### src/rtl/stack_sequencer.sv
// Stack pointer owner and RAM access sequencer for PUSH, POP, CALL and RET.
// One RAM byte per cycle; SP moves with each access so a reset mid-operation leaves SP consistent with RAM.
module stack_sequencer #(
    parameter logic [7:0] SP_RESET = 8'h07,
    parameter logic [7:0] SP_MAX   = 8'h7F
) (
    input  logic        clock,
    input  logic        reset,
    input  logic        start,
    input  logic [1:0]  op,
    input  logic [7:0]  push_data,
    input  logic [15:0] pc_in,
    input  logic        sp_wr_en,
    input  logic [7:0]  sp_wr_data,
    input  logic [7:0]  ram_rd_byte,
    output logic        ram_wr_en_data,
    output logic [7:0]  ram_wr_addr,
    output logic [7:0]  ram_wr_byte,
    output logic        ram_rd_en_data,
    output logic [7:0]  ram_rd_addr,
    output logic [7:0]  sp,
    output logic [7:0]  pop_data,
    output logic [15:0] pc_out,
    output logic        busy,
    output logic        done,
    output logic        err,
    output logic        stack_empty,
    output logic        stack_full
);

    typedef enum logic [1:0] {
        OP_PUSH = 2'b00,
        OP_POP  = 2'b01,
        OP_CALL = 2'b10,
        OP_RET  = 2'b11
    } op_t;

    typedef enum logic [2:0] {
        S_IDLE,
        S_WR_LO,
        S_WR_HI,
        S_RD_HI,
        S_RD_LO,
        S_FIN
    } state_t;

    localparam logic [7:0] PUSH_LIMIT = SP_MAX - 8'd1;
    localparam logic [7:0] CALL_LIMIT = SP_MAX - 8'd2;
    localparam logic [7:0] POP_LIMIT  = SP_RESET + 8'd1;
    localparam logic [7:0] RET_LIMIT  = SP_RESET + 8'd2;

    state_t      r_state;
    state_t      w_next_state;
    op_t         r_op;
    op_t         w_op;
    logic [7:0]  r_sp;
    logic [7:0]  r_push_data;
    logic [15:0] r_pc_in;
    logic [7:0]  r_pop_data;
    logic [15:0] r_pc_out;
    logic        r_err;
    logic        w_accept;
    logic        w_legal;

    assign w_op = op_t'(op);

    // An SP write in IDLE wins; the requester holds start and is taken next cycle.
    assign w_accept = (r_state == S_IDLE) && !sp_wr_en && start;

    // Checked against the raw SP, so an out-of-range SFR write is judged as-is.
    always_comb begin
        w_legal = 1'b0;
        case (w_op)
            OP_PUSH: w_legal = (r_sp <= PUSH_LIMIT);
            OP_CALL: w_legal = (r_sp <= CALL_LIMIT);
            OP_POP:  w_legal = (r_sp >= POP_LIMIT);
            OP_RET:  w_legal = (r_sp >= RET_LIMIT);
            default: w_legal = 1'b0;
        endcase
    end

    // NOTE: every output of this block gets a default first, so no path can infer a latch.
    always_comb begin
        w_next_state   = r_state;
        ram_wr_en_data = 1'b0;
        ram_wr_addr    = 8'h00;
        ram_wr_byte    = 8'h00;
        ram_rd_en_data = 1'b0;
        ram_rd_addr    = 8'h00;
        busy           = 1'b0;

        case (r_state)
            S_IDLE: begin
                if (w_accept) begin
                    if (!w_legal) begin
                        w_next_state = S_FIN;
                    end else begin
                        case (w_op)
                            OP_PUSH, OP_CALL: w_next_state = S_WR_LO;
                            OP_POP:           w_next_state = S_RD_LO;
                            default:          w_next_state = S_RD_HI;
                        endcase
                    end
                end
            end
            S_WR_LO: begin
                busy           = 1'b1;
                ram_wr_en_data = 1'b1;
                ram_wr_addr    = r_sp + 8'd1;
                ram_wr_byte    = (r_op == OP_CALL) ? r_pc_in[7:0] : r_push_data;
                w_next_state   = (r_op == OP_CALL) ? S_WR_HI : S_FIN;
            end
            S_WR_HI: begin
                busy           = 1'b1;
                ram_wr_en_data = 1'b1;
                ram_wr_addr    = r_sp + 8'd1;
                ram_wr_byte    = r_pc_in[15:8];
                w_next_state   = S_FIN;
            end
            S_RD_HI: begin
                busy           = 1'b1;
                ram_rd_en_data = 1'b1;
                ram_rd_addr    = r_sp;
                w_next_state   = S_RD_LO;
            end
            S_RD_LO: begin
                busy           = 1'b1;
                ram_rd_en_data = 1'b1;
                ram_rd_addr    = r_sp;
                w_next_state   = S_FIN;
            end
            S_FIN: begin
                w_next_state = S_IDLE;
            end
            default: begin
                w_next_state = S_IDLE;
            end
        endcase
    end

    // NOTE: sequential state uses non-blocking assignments so all registers update from pre-edge values.
    always_ff @(posedge clock or posedge reset) begin
        if (reset) begin
            r_state     <= S_IDLE;
            r_sp        <= SP_RESET;
            r_op        <= OP_PUSH;
            r_push_data <= 8'h00;
            r_pc_in     <= 16'h0000;
            r_pop_data  <= 8'h00;
            r_pc_out    <= 16'h0000;
            r_err       <= 1'b0;
        end else begin
            r_state <= w_next_state;
            case (r_state)
                S_IDLE: begin
                    if (sp_wr_en) begin
                        r_sp <= sp_wr_data;
                    end else if (start) begin
                        r_op        <= w_op;
                        r_push_data <= push_data;
                        r_pc_in     <= pc_in;
                        r_err       <= !w_legal;
                    end
                end
                S_WR_LO, S_WR_HI: begin
                    r_sp <= r_sp + 8'd1;
                end
                S_RD_HI: begin
                    r_pc_out[15:8] <= ram_rd_byte;
                    r_sp           <= r_sp - 8'd1;
                end
                S_RD_LO: begin
                    if (r_op == OP_POP) begin
                        r_pop_data <= ram_rd_byte;
                    end else begin
                        r_pc_out[7:0] <= ram_rd_byte;
                    end
                    r_sp <= r_sp - 8'd1;
                end
                default: begin
                end
            endcase
        end
    end

    assign sp          = r_sp;
    assign pop_data    = r_pop_data;
    assign pc_out      = r_pc_out;
    assign done        = (r_state == S_FIN);
    assign err         = (r_state == S_FIN) && r_err;
    assign stack_empty = (r_sp == SP_RESET);
    assign stack_full  = (r_sp == SP_MAX);

endmodule
### config.mk
export PLATFORM = sky130hd
export DESIGN_NAME = stack_sequencer
export DESIGN_NICKNAME = d
export VERILOG_FILES = /design/src/rtl/stack_sequencer.sv
export SDC_FILE = /design/constraint.sdc
export NUM_CORES = 1
export LEC_CHECK = 0
export CORE_ASPECT_RATIO = 0.8
export CORE_MARGIN = 2
export CORE_UTILIZATION = 46
export CTS_CLUSTER_SIZE = 14
export DETAILED_ROUTE_END_ITERATION = 12
export GPL_ROUTABILITY_DRIVEN = 0
export PLACE_DENSITY_LB_ADDON = 0.2
export SLEW_MARGIN = 20
export SYNTH_ARGS = -nofsm -noshare
export SYNTH_HDL_FRONTEND = slang
export SYNTH_SLANG_ARGS = --single-unit
### constraint.sdc
create_clock -name clock -period 2.4 [get_ports clock]
set_input_delay 0.6 -clock clock [delete_from_list [all_inputs] [get_ports clock]]
set_output_delay 0.6 -clock clock [all_outputs]
set_load 0.01 [all_outputs]
Word level (Yosys, flattened, before mapping)
Index checks and enable logic that the tools add are counted.
W data, S select, Z words.
Operators by class
  $add $sub $neg: 2
  magnitude comparators: 4
  eq/ne operators: 14
  muxes and demuxes: 15
  bitwise gates (word level): 2
  reduce and logical (&&, ||, !) cells: 17
Operators by type and width (count)
  $mux W8: 4
  $pmux W8 S3: 1
  $ge A8 B4 Y1 const B: 2
  $le A8 B7 Y1 const B: 2
  $pmux W8 S2: 1
  $pmux W3 S4: 1
  $mux W3: 3
  $add A8 B1 Y8 const B: 1
  $eq A8 B3 Y1 const B: 1
  $eq A8 B7 Y1 const B: 1
  $reduce_or A2 Y1: 4
  $sub A8 B1 Y8 const B: 1
  $eq A2 B2 Y1 const B: 3
  $eq A3 B2 Y1 const B: 2
  $eq A3 B3 Y1 const B: 2
  $pmux W3 S2: 1
  $reduce_and A2 Y1: 3
  $eq A2 B1 Y1 const B: 2
  $ne A2 B2 Y1 const B: 2
  $pmux W1 S4: 1
  $reduce_or A4 Y1: 1
  $eq A3 B1 Y1 const B: 1
  $logic_and A1 B1 Y1: 3
  $logic_not A3 Y1: 1
  6 further kinds: 10
Word-level totals
  bits in registers: 62
  output and inout bits: 63
  logic and storage cells: 63

Longest topological paths before layout
Gate-level depths: netlist of run 1.
  depth in word-level cells: 6
  mapped depth: 8
  mapped depth without buffers: 7

Worst setup path before layout of run 1
No wires, ideal clock.
  path type: flip-flop to output port
  start: register r_sp[2] (netlist: sp[2])
  end: output port ram_wr_addr[6]
  arrival time: 1.507 ns
  required time: 1.800 ns
  slack: 0.293 ns
  cell stages (with the launch flop): 5
  buffers on the path: 1
  cells stage by stage: dfstp_2 clkbuf_1 nand4_1 or3_1 a21oi_1
On the way
  word-level cells in the longest chain between the ends: 2
RTL lines
  start, declared: RTL line 56  | logic [7:0] r_sp;
  start signal, assigned: RTL line 157  | r_sp <= sp_wr_data;
  start signal, assigned: RTL line 166  | r_sp <= r_sp + 8'd1;
  start signal, assigned: RTL line 170  | r_sp <= r_sp - 8'd1;
  $add A8 B1 Y8: RTL line 109, 116
  $mux W8
  end, declared: RTL line 17  | output logic [7:0] ram_wr_addr,
No other way between the ends.

Worst setup path in the final report of run 1
  start: register r_state[0]
  end: output port ram_rd_addr[4]
On the way
  word-level cells in the longest chain between the ends: 3
  elaborated cells between the ends (all ways): 4
  classes of those cells: 2 x eq/ne; 1 x mux; 1 x reduce/logical
RTL lines
  start, declared: RTL line 52  | state_t r_state;
  start signal, assigned: RTL line 153  | r_state <= w_next_state;
  $eq A3 B3 Y1 or $eq A3 B2 Y1 (tied branches): RTL line 92  | case (r_state)
  $reduce_or A2 Y1 (no line) (*)
  $mux W8 (*): RTL line 92
  end, declared: RTL line 20  | output logic [7:0] ram_rd_addr,
Mark *: on every way between the ends. The rest lies on a longest branch, timed or not.

==> impl_metrics.env, run 1 <==
export IMPL_pwr_share_comb_pct=57.6
export IMPL_power_density_mw_per_mm2=1430
export IMPL_drt_initial_drc_count=196
export IMPL_die_area_mm2=0.00764
export IMPL_grt_pass1_wl_um=14600
export IMPL_synthCells=291
export IMPL_htreeDepth=3
export IMPL_cts_sinks=62
export IMPL_grt_pass1_vias=2953
export IMPL_place_ws_ns=-0.160
export IMPL_hold_viol_final=0
export IMPL_crit_slowest_cell="dfrtp_1"
export IMPL_antenna_found_initial=0
export IMPL_cap_viol_max_count=0
export IMPL_period_minus_slack_ns=2.40
export IMPL_p_switching_mw=2.65
export IMPL_first_pass_iters=5
export IMPL_clk_pin_slew_ns=0.07
export IMPL_numCtsBuffers=9
export IMPL_hpwlAfterDp_um=6410
export IMPL_drive_gt1_share_pct=39.6
export IMPL_post_dp_cell_area_mm2=0.00461
export IMPL_drv_slew=0
export IMPL_crit_fanout=9
export IMPL_fin_nets=505
export IMPL_io_buffers=108
export IMPL_synth_edf_count=0
export IMPL_ios=109
export IMPL_seq_area_mm2=0.00156
export IMPL_start_kind="flop"
export IMPL_globalRoute_totalOverflow=0
export IMPL_worstPathRequired_ns=1.80
export IMPL_switching_share_pct=37.0
export IMPL_grt_max_degree=63
export IMPL_run_status="complete, but fails checks"
export IMPL_die_w_um=97.2
export IMPL_period_share_pct=100
export IMPL_syn_area_mm2=0.00320
export IMPL_clk_latency_ns=0.34
export IMPL_crit_path_max_incr_delay_ns=0.41
export IMPL_drc=0
export IMPL_slew_headroom_pct=70.6
export IMPL_clkPwrFrac_pct=14.6
export IMPL_finalSetupViolations=1
export IMPL_hold_path_class="reg -> reg"
export IMPL_die_height_um=78.6
export IMPL_vias_per_cell=5.43
export IMPL_power_frac_seq_pct=27.9
export IMPL_n_fill_cell=516
export IMPL_synthArstFlopShare_pct=100
export IMPL_multi_input_area_mm2=0.00157
export IMPL_synth_nets=341
export IMPL_vdd_ir_drop_max_mv=0.813
export IMPL_grt_setup_unrepaired="true"
export IMPL_path_common_cell="and2_4"
export IMPL_drt_antenna_violating_nets=0
export IMPL_cts_root_buffer="clkbuf_8"
export IMPL_post_route_cell_area_mm2=0.00501
export IMPL_clock_fmax_ghz=0.416
export IMPL_internal_power_mw=4.52
export IMPL_post_drt_wl_per_cell_um=16.6
export IMPL_grt_usage_pct=24.2
export IMPL_synth_ff_type="dfrtp_1"
export IMPL_setup_ws_ns=-0.00213
export IMPL_cp_end_kind="output pin"
export IMPL_antennaDiodeCount=0
export IMPL_num_rows=27
export IMPL_cts_hold_buf=0
export IMPL_ys_types=51
export IMPL_yosys_register_bits=62
export IMPL_areaGrowthSynthToFinish_pct=56.6
export IMPL_failed_checks="negative setup slack"
export IMPL_p_leak_nw=2.29
export IMPL_coreArea_mm2=0.00679
export IMPL_ys_warn_count=0
export IMPL_crit_chain="buf_4 > or3b_4 > and2_4 > clkinv_8 > and2_4 > buf_2"
export IMPL_start_util_pct=47.1
export IMPL_holdPathStages=2
export IMPL_worst_setup_path_type="reg -> out"
export IMPL_clockBufferDepth=2
export IMPL_worst_slew_pin_slew_ns=0.437
export IMPL_wirelength_um=9090
export IMPL_cp_arrival_ns=1.80
export IMPL_rr_worst_depth=6
export IMPL_cts_tree="built"
export IMPL_synth_area_per_cell_um2=11.0
export IMPL_seq_area_frac_synth_pct=48.6
export IMPL_vias=2972
export IMPL_finClkSkew_ns=0.00802
## cell usage after synthesis (all sizes together), types with 2 or more instances
cell    count  share of area (%)
dfrtp      59                 46
mux2       48                 17
nor2       20                2.3
inv        18                2.1
o21ai      17                2.9
nand2      14                1.6
buf        10                2.0
a222oi      8                2.5
and2        8                1.6
clkbuf      8               0.94
nand3       7                1.1
nor3        7                1.1
nand2b      5               0.98
xor2        5                1.4
a21oi       4               0.63
a221oi      4                1.1
and3        4               0.78
ha          4                1.6
or3         4               0.78
a211oi      3               0.70
a32oi       3               0.82
dfstp       3                2.5
o31ai       3               0.70
nand4       2               0.39
o21a        2               0.47
xnor2       2               0.55
## power groups by stage
stage               Clock (mW)  Sequential (mW)  Combinational, mW
floorplan                    0             1.98               1.92
global placement             0             1.95               3.79
detailed placement           0             1.97               3.89
CTS                       1.07             1.97               3.99
global route              1.11             2.07               4.44
finish                    1.04             2.00               4.13
## cell families after synthesis
| logic type | Yosys count | synth area share [%] |
|---|---|---|
| XOR/XNOR | 7 | 1.92 |
| flip-flops | 62 | 48.6 |
| AND/OR/NAND/NOR | 78 | 12.6 |
| adder cells (fa/ha/maj) | 4 | 1.57 |
| multiplexers | 48 | 16.9 |
| buffers and inverters | 37 | 5.56 |
| AO/OA/AOI/OAI | 55 | 12.8 |
## registers in the layout (all words and copies together) (netlist names)
register	flops
pc_out	16
pop_data	8
r_err	1
r_op	2
r_pc_in	16
r_push_data	8
r_state	3
sp	8
## worst paths after layout
kind | slack (ns) | startpoint | endpoint
worst max-delay path | -0.002 | r_state[0] | ram_rd_addr[4]
worst min-delay path | 0.48 | r_err | r_err
worst max register to register | 0.39 | r_state[0] | pop_data[1]
worst min register to register | 0.48 | r_err | r_err
max in group asynchronous | 1.45 | reset | sp[2]
min in group asynchronous | 0.63 | reset | pop_data[6]
## cell usage in the layout, fill, tap and decap left out, drive strengths merged, types with 4 or more instances in the layout
master and n:
a21oi 4, a221oi 4, a222oi 8, and2 9, and3 4, buf 76
clkbuf 20, clkdlybuf4s50 77, dfrtp 59, dlygate4sd2 6, ha 4, inv 18
mux2 48, nand2 14, nand2b 5, nand3 7, nor2 20, nor3 7
o21ai 17, or3 4, xor2 5
## repair_timing
action,4_1_cts,5_1_grt
buffers inserted,13,9
endpoints found under the setup margin,31,25
gates resized for setup,93,30
pin swaps,5,13
gates cloned,1,0
## layer usage
layer / track usage, % / routed length, µm / vias up
met5: 0 / 0 / -
met4: 8.73 / 201 / 0
met3: 6.06 / 685 / 19
met2: 38.3 / 4290 / 127
met1: 32.7 / 3910 / 1445
li1: - / - / 1381
## cell type report
class | instances | area share [%]
Timing Repair Buffer | 170 | 29.1
Sequential cell | 62 | 31.1
Tap cell | 87 | 2.17
Clock buffer | 11 | 3.02
Multi-Input combinational cell | 193 | 31.3
Inverter | 19 | 1.67
Clock inverter | 5 | 1.62
## through the flow
stage | hold slack [ns] | utilization [%] | instances | setup TNS [ns] | power [mW]
after CTS | 0.482 | 72.9 | 538 | -0.00915 | 7.03
after global routing | 0.519 | 73.7 | 547 | -0.567 | 7.62
after floorplan | 0.440 | - | 291 | 0 | 3.90
after global placement | 0.456 | 67.8 | 508 | -0.466 | 5.74
final | 0.476 | 73.7 | 547 | -0.00213 | 7.18
after detailed placement | 0.467 | 67.8 | 508 | -1.08 | 5.86
## worst max-delay path, delay by kind of cell, from the launching register on
kind	cells	cell delay, ns
AND/OR/NAND/NOR	3	0.70
buffers and inverters	3	0.35
flip-flops	1	0.41
Note: power is estimated with default switching activity, not from simulation.
==> run 2: changes to the inputs <==
--- a/config.mk
+++ b/config.mk
@@ -7,9 +7,10 @@
 export LEC_CHECK = 0
 export CORE_ASPECT_RATIO = 0.8
 export CORE_MARGIN = 2
-export CORE_UTILIZATION = 46
+export CORE_UTILIZATION = 61
 export CTS_CLUSTER_SIZE = 14
 export DETAILED_ROUTE_END_ITERATION = 12
+export DONT_BUFFER_PORTS = 1
 export GPL_ROUTABILITY_DRIVEN = 0
 export PLACE_DENSITY_LB_ADDON = 0.2
 export SLEW_MARGIN = 20
==> run 2 against run 1 <==
  * The run now ends clean
  * Cell area is 26% lower
  * Clock power is 17% lower
  * First-iteration DRC count is 18% higher
  * Via count is 16% lower
  * Critical path depth is 1 lower
  * Core utilization is 0.18 points lower
  * Clock skew is 0.0036 ns higher
  * Sequential power is 6% higher
  * Fmax is 1.6% higher
  * Non-clock buffer count is 142 lower
  * Highest routed layer unchanged
==> impl_metrics.env, run 2 (same netlist as run 1, synthesis figures left out) <==
export IMPL_crit_slowest_cell="dfrtp_2"
export IMPL_vdd_ir_drop_max_mv=0.837
export IMPL_seq_area_mm2=0.00156
export IMPL_crit_path_max_incr_delay_ns=0.44
export IMPL_post_route_cell_area_mm2=0.00370
export IMPL_antennaDiodeCount=0
export IMPL_vias_per_cell=6.54
export IMPL_start_kind="flop"
export IMPL_num_rows=23
export IMPL_crit_chain="buf_6 > or3b_4 > and2_4 > clkinv_8 > and2_4"
export IMPL_hold_path_class="in -> async"
export IMPL_rr_worst_depth=8
export IMPL_clk_latency_ns=0.34
export IMPL_drt_antenna_violating_nets=0
export IMPL_die_area_mm2=0.00584
export IMPL_ios=109
export IMPL_grt_max_degree=32
export IMPL_areaGrowthSynthToFinish_pct=15.9
export IMPL_post_dp_cell_area_mm2=0.00331
export IMPL_dr_wl_met3_um=769
export IMPL_setup_tns_ns=0
export IMPL_final_cell_mix="56 x dfrtp_1, 48 x mux2_2, 24 x buf_4"
export IMPL_globalRoute_totalOverflow=0
export IMPL_hpwlAfterDp_um=5260
export IMPL_drv_slew=0
export IMPL_post_drt_wl_per_cell_um=20.1
export IMPL_io_buffers=0
export IMPL_antenna_found_initial=0
export IMPL_vias=2491
export IMPL_cts_hold_buf=0
export IMPL_coreArea_mm2=0.00504
export IMPL_htreeDepth=3
export IMPL_critical_path_top_delay_family="simple AND/OR/NAND/NOR gates"
export IMPL_first_pass_iters=5
export IMPL_period_minus_slack_ns=2.37
export IMPL_crit_fanout=6
export IMPL_cp_arrival_ns=1.77
export IMPL_fin_cells=381
export IMPL_worst_setup_path_type="reg -> out"
export IMPL_worstPathRequired_ns=1.80
export IMPL_cap_viol_max_count=0
export IMPL_wirelength_um=7670
export IMPL_clk_pin_slew_ns=0.07
export IMPL_cp_end_kind="output pin"
export IMPL_cts_tree="built"
export IMPL_clock_fmax_ghz=0.423
export IMPL_power_density_mw_per_mm2=1530
export IMPL_numCtsBuffers=9
export IMPL_p_leak_nw=1.63
export IMPL_grt_pass1_wl_um=11400
export IMPL_top_layer="met4"
export IMPL_grt_setup_unrepaired="true"
export IMPL_cts_sinks=62
export IMPL_finalSetupViolations=0
export IMPL_start_util_pct=63.5
export IMPL_die_w_um=84.9
export IMPL_worst_slew_pin_slew_ns=0.624
export IMPL_grt_usage_pct=26.0
export IMPL_period_share_pct=98.6
export IMPL_drc=0
export IMPL_grt_pass1_vias=2241
export IMPL_path_common_cell="and2_4"
export IMPL_fin_nets=364
export IMPL_final_common_cell="dfrtp_1"
export IMPL_run_status="finished, final reports clean"
export IMPL_cp_depth=5
export IMPL_cts_root_buffer="clkbuf_8"
export IMPL_n_fill_cell=361
export IMPL_met2_length_um=3430
export IMPL_drive_gt1_share_pct=39.5
export IMPL_finClkSkew_ns=0.0116
export IMPL_multi_input_area_mm2=0.00156
export IMPL_die_height_um=68.8
export IMPL_crit_buf_inv=2
export IMPL_drt_met1_wl_um=3360
export IMPL_clockBufferDepth=2
export IMPL_dpl_cell_count=350
export IMPL_slew_headroom_pct=58.1
export IMPL_hold_viol_final=0
export IMPL_drt_initial_drc_count=231
[run 2: path summary, 6_finish.rpt]
check | from | end | slack (ns)
worst min register to register | r_err | r_err | 0.48
worst min-delay path | reset | r_push_data[6] | 0.09
worst max-delay path | r_state[1] | ram_rd_addr[6] | 0.03
min in group clock | ram_rd_byte[0] | pc_out[8] | 0.41
max in group asynchronous | reset | sp[0] | 1.70
worst max register to register | sp[0] | r_state[2] | 0.39
[run 2: layout make-up]
class	count	share of cell area, %
tap	62	2.09
inverter	19	2.26
timing repair buffer	28	6.11
clock buffer	9	3.34
multi-input combinational	193	42.1
timing repair inverter	1	0.236
sequential	62	42.1
clock inverter	7	1.76
[run 2: worst reg2reg max path: cells and delay by family, from the launching register on]
kind / cells / cell delay [ns]
AOI/OAI and AO/OA: 2 / 0.51
and+or+nand+nor: 3 / 0.36
adders and majority gates: 1 / 0.23
DFF: 1 / 0.56
buffers and inverters: 2 / 0.25
[run 2: what timing repair did]
item | in CTS | in global routing
resized for setup | 9 | 20
pin swaps | 1 | 8
gates cloned | 0 | 2
buffers inserted | 4 | 9
setup endpoints to repair | 23 | 24
[run 2: metrics by stage]
| step | setup WS (ns) | hold WS (ns) | power (mW) | util [%] |
|---|---|---|---|---|
| finish | 0.0346 | 0.0884 | 5.68 | 73.6 |
| global route | -0.0414 | 0.0855 | 6.06 | 73.6 |
| CTS | -0.0205 | 0.0884 | 5.41 | 70.4 |
| detailed placement | 0.182 | 0.451 | 4.45 | 65.6 |
| global placement | 0.238 | 0.444 | 4.37 | 65.6 |
| floorplan | 0.264 | 0.440 | 3.90 | - |
[run 2: metal layers]
layer	vias to the layer above	global-route usage [%]
met1	1228	36.5
li1	1103	-
met5	-	0
met2	148	38.2
met3	12	9.05
met4	0	8.53
[run 2: power breakdown]
part	total [mW]	internal, mW	switching (mW)	leakage, nW
Sequential	2.13	1.61	0.529	0.732
Combinational	2.68	1.22	1.46	0.806
Clock	0.868	0.471	0.396	0.0948
Total	5.68	3.30	2.39	1.63
==> run 3: changes to the inputs <==
--- a/config.mk
+++ b/config.mk
@@ -8,6 +8,7 @@
 export CORE_ASPECT_RATIO = 0.8
 export CORE_MARGIN = 2
 export CORE_UTILIZATION = 61
+export CTS_BUF_LIST = sky130_fd_sc_hd__clkbuf_16
 export CTS_CLUSTER_SIZE = 14
 export DETAILED_ROUTE_END_ITERATION = 12
 export DONT_BUFFER_PORTS = 1
==> run 3 against run 2 <==
  * Routed wire length is 2.9% lower
  * First-iteration DRC count is 1.3% lower
  * Largest cell class is now registers
  * Sequential share of layout area is 0.31 points lower
  * Total power increased by 4.0%
  * Via count down 3.3%
  * Count of clock-buffer cells in the layout stayed put
  * Sequential power barely moved
  * Register-to-register slack worse by 0.05 ns
  * Non-clock buffer count down 5
  * Fmax is 0.53% higher
  * Critical path type unchanged
  * Clock power is 42% higher
==> impl_metrics.env, run 3 (same netlist as run 1, synthesis figures left out) <==
export IMPL_clk_latency_ns=0.32
export IMPL_clk_pin_slew_ns=0.05
export IMPL_drt_met1_wl_um=3340
export IMPL_die_height_um=68.8
export IMPL_post_drt_wl_per_cell_um=19.9
export IMPL_crit_fanout=11
export IMPL_vias=2410
export IMPL_cp_arrival_ns=1.75
export IMPL_globalRoute_totalOverflow=0
export IMPL_top_layer="met4"
export IMPL_cts_tree="built"
export IMPL_wirelength_um=7440
export IMPL_r2r_slack_ns=0.34
export IMPL_hold_viol_final=0
export IMPL_worst_slew_pin_slew_ns=0.620
export IMPL_hold_path_class="in -> async"
export IMPL_post_dp_cell_area_mm2=0.00331
export IMPL_period_minus_slack_ns=2.35
export IMPL_period_share_pct=98.0
export IMPL_met2_length_um=3440
export IMPL_start_util_pct=63.5
export IMPL_dr_wl_met3_um=615
export IMPL_seq_area_mm2=0.00156
export IMPL_r2r_end="r_state[2]"
export IMPL_multi_input_area_mm2=0.00153
export IMPL_grt_usage_pct=25.7
export IMPL_drt_initial_drc_count=228
export IMPL_grt_max_degree=32
export IMPL_final_util_pct=74.1
export IMPL_num_rows=23
export IMPL_n_fill_cell=349
export IMPL_finalSetupViolations=0
export IMPL_cts_root_buffer="clkbuf_16"
export IMPL_grt_setup_unrepaired="true"
export IMPL_antennaDiodeCount=0
export IMPL_worstPathRequired_ns=1.80
export IMPL_grt_pass1_vias=2238
export IMPL_drv_slew=0
export IMPL_p_leak_nw=1.65
export IMPL_areaGrowthSynthToFinish_pct=16.8
export IMPL_io_buffers=0
export IMPL_slew_headroom_pct=58.4
export IMPL_run_status="finished, final reports clean"
export IMPL_vdd_ir_drop_max_mv=0.947
export IMPL_setup_tns_ns=0
export IMPL_final_common_cell="dfrtp_1"
export IMPL_grt_pass1_wl_um=11300
export IMPL_crit_chain="buf_4 > inv_1 > ha_1 > and3_1"
export IMPL_fin_nets=357
export IMPL_htreeDepth=3
export IMPL_reg2reg_from="sp[0]"
export IMPL_critical_path_top_delay_family="flip-flops"
export IMPL_worst_setup_path_type="reg -> out"
export IMPL_drt_antenna_violating_nets=0
export IMPL_start_kind="flop"
export IMPL_drive_gt1_share_pct=36.5
export IMPL_power_density_mw_per_mm2=1580
export IMPL_numCtsBuffers=9
export IMPL_final_cell_mix="56 x dfrtp_1, 48 x mux2_2, 20 x buf_4"
export IMPL_ios=109
export IMPL_design_power_total_mw=5.91
export IMPL_antenna_found_initial=0
export IMPL_finClkSkew_ns=0.00696
export IMPL_cap_viol_max_count=0
export IMPL_cts_hold_buf=0
export IMPL_crit_slowest_cell="dfstp_2"
export IMPL_cts_sinks=62
export IMPL_vias_per_cell=6.44
export IMPL_clockBufferDepth=2
export IMPL_first_pass_iters=5
export IMPL_crit_path_max_incr_delay_ns=0.55
export IMPL_cp_end_kind="output pin"
export IMPL_crit_buf_inv=2
export IMPL_die_w_um=84.9
export IMPL_coreArea_mm2=0.00504
export IMPL_die_area_mm2=0.00584
export IMPL_rr_worst_depth=8
export IMPL_post_route_cell_area_mm2=0.00373
export IMPL_drc=0
export IMPL_hpwlAfterDp_um=5260
export IMPL_clock_fmax_ghz=0.425
## run 3: layer usage
| layer | up-vias | track usage, % |
|---|---|---|
| met3 | 7 | 8.10 |
| met4 | 0 | 7.14 |
| met1 | 1204 | 35.5 |
| li1 | 1088 | - |
| met5 | - | 0 |
| met2 | 111 | 39.8 |
## run 3: worst max path at each step
stage | startpoint | endpoint | slack (ns) | depth (start not counted)
after global routing | r_state[2] | ram_wr_byte[7] | -0.01 | 6
after CTS | r_state[0] | ram_wr_byte[7] | 0.003 | 4
after global placement | sp[1] | ram_wr_addr[6] | 0.24 | 4
final | sp[0] | ram_wr_addr[1] | 0.05 | 4
after floorplan | reset | pc_out[0] | 0.26 | 1
after detailed placement | sp[1] | ram_wr_addr[6] | 0.18 | 4
## run 3: where the power goes
| part | switching (mW) | internal (mW) |
|---|---|---|
| logic | 1.40 | 1.15 |
| clock network | 0.435 | 0.794 |
| registers | 0.523 | 1.61 |
## run 3: area by class of cell
cell class / instances / share of cell area [%]
Tap cell: 62 / 2.08
Sequential cell: 62 / 41.8
Clock inverter: 7 / 1.74
Multi-Input combinational cell: 192 / 40.9
Timing Repair Buffer: 23 / 5.20
Inverter: 19 / 2.25
Clock buffer: 9 / 6.03
## run 3: what timing repair did
action | 4_1_cts | 5_1_grt
buffers inserted | 4 | 4
endpoints found under the hold margin | 0 | 0
setup endpoints to repair | 23 | 17
pin swaps | 2 | 5
resized for setup | 9 | 13
## run 3: stage by stage
stage / setup WS [ns] / hold WS [ns] / instances
floorplan: 0.264 / 0.440 / 291
global placement: 0.238 / 0.444 / 350
detailed placement: 0.182 / 0.451 / 350
CTS: 0.00255 / 0.113 / 370
global route: -0.0125 / 0.121 / 374
finish: 0.0472 / 0.108 / 374
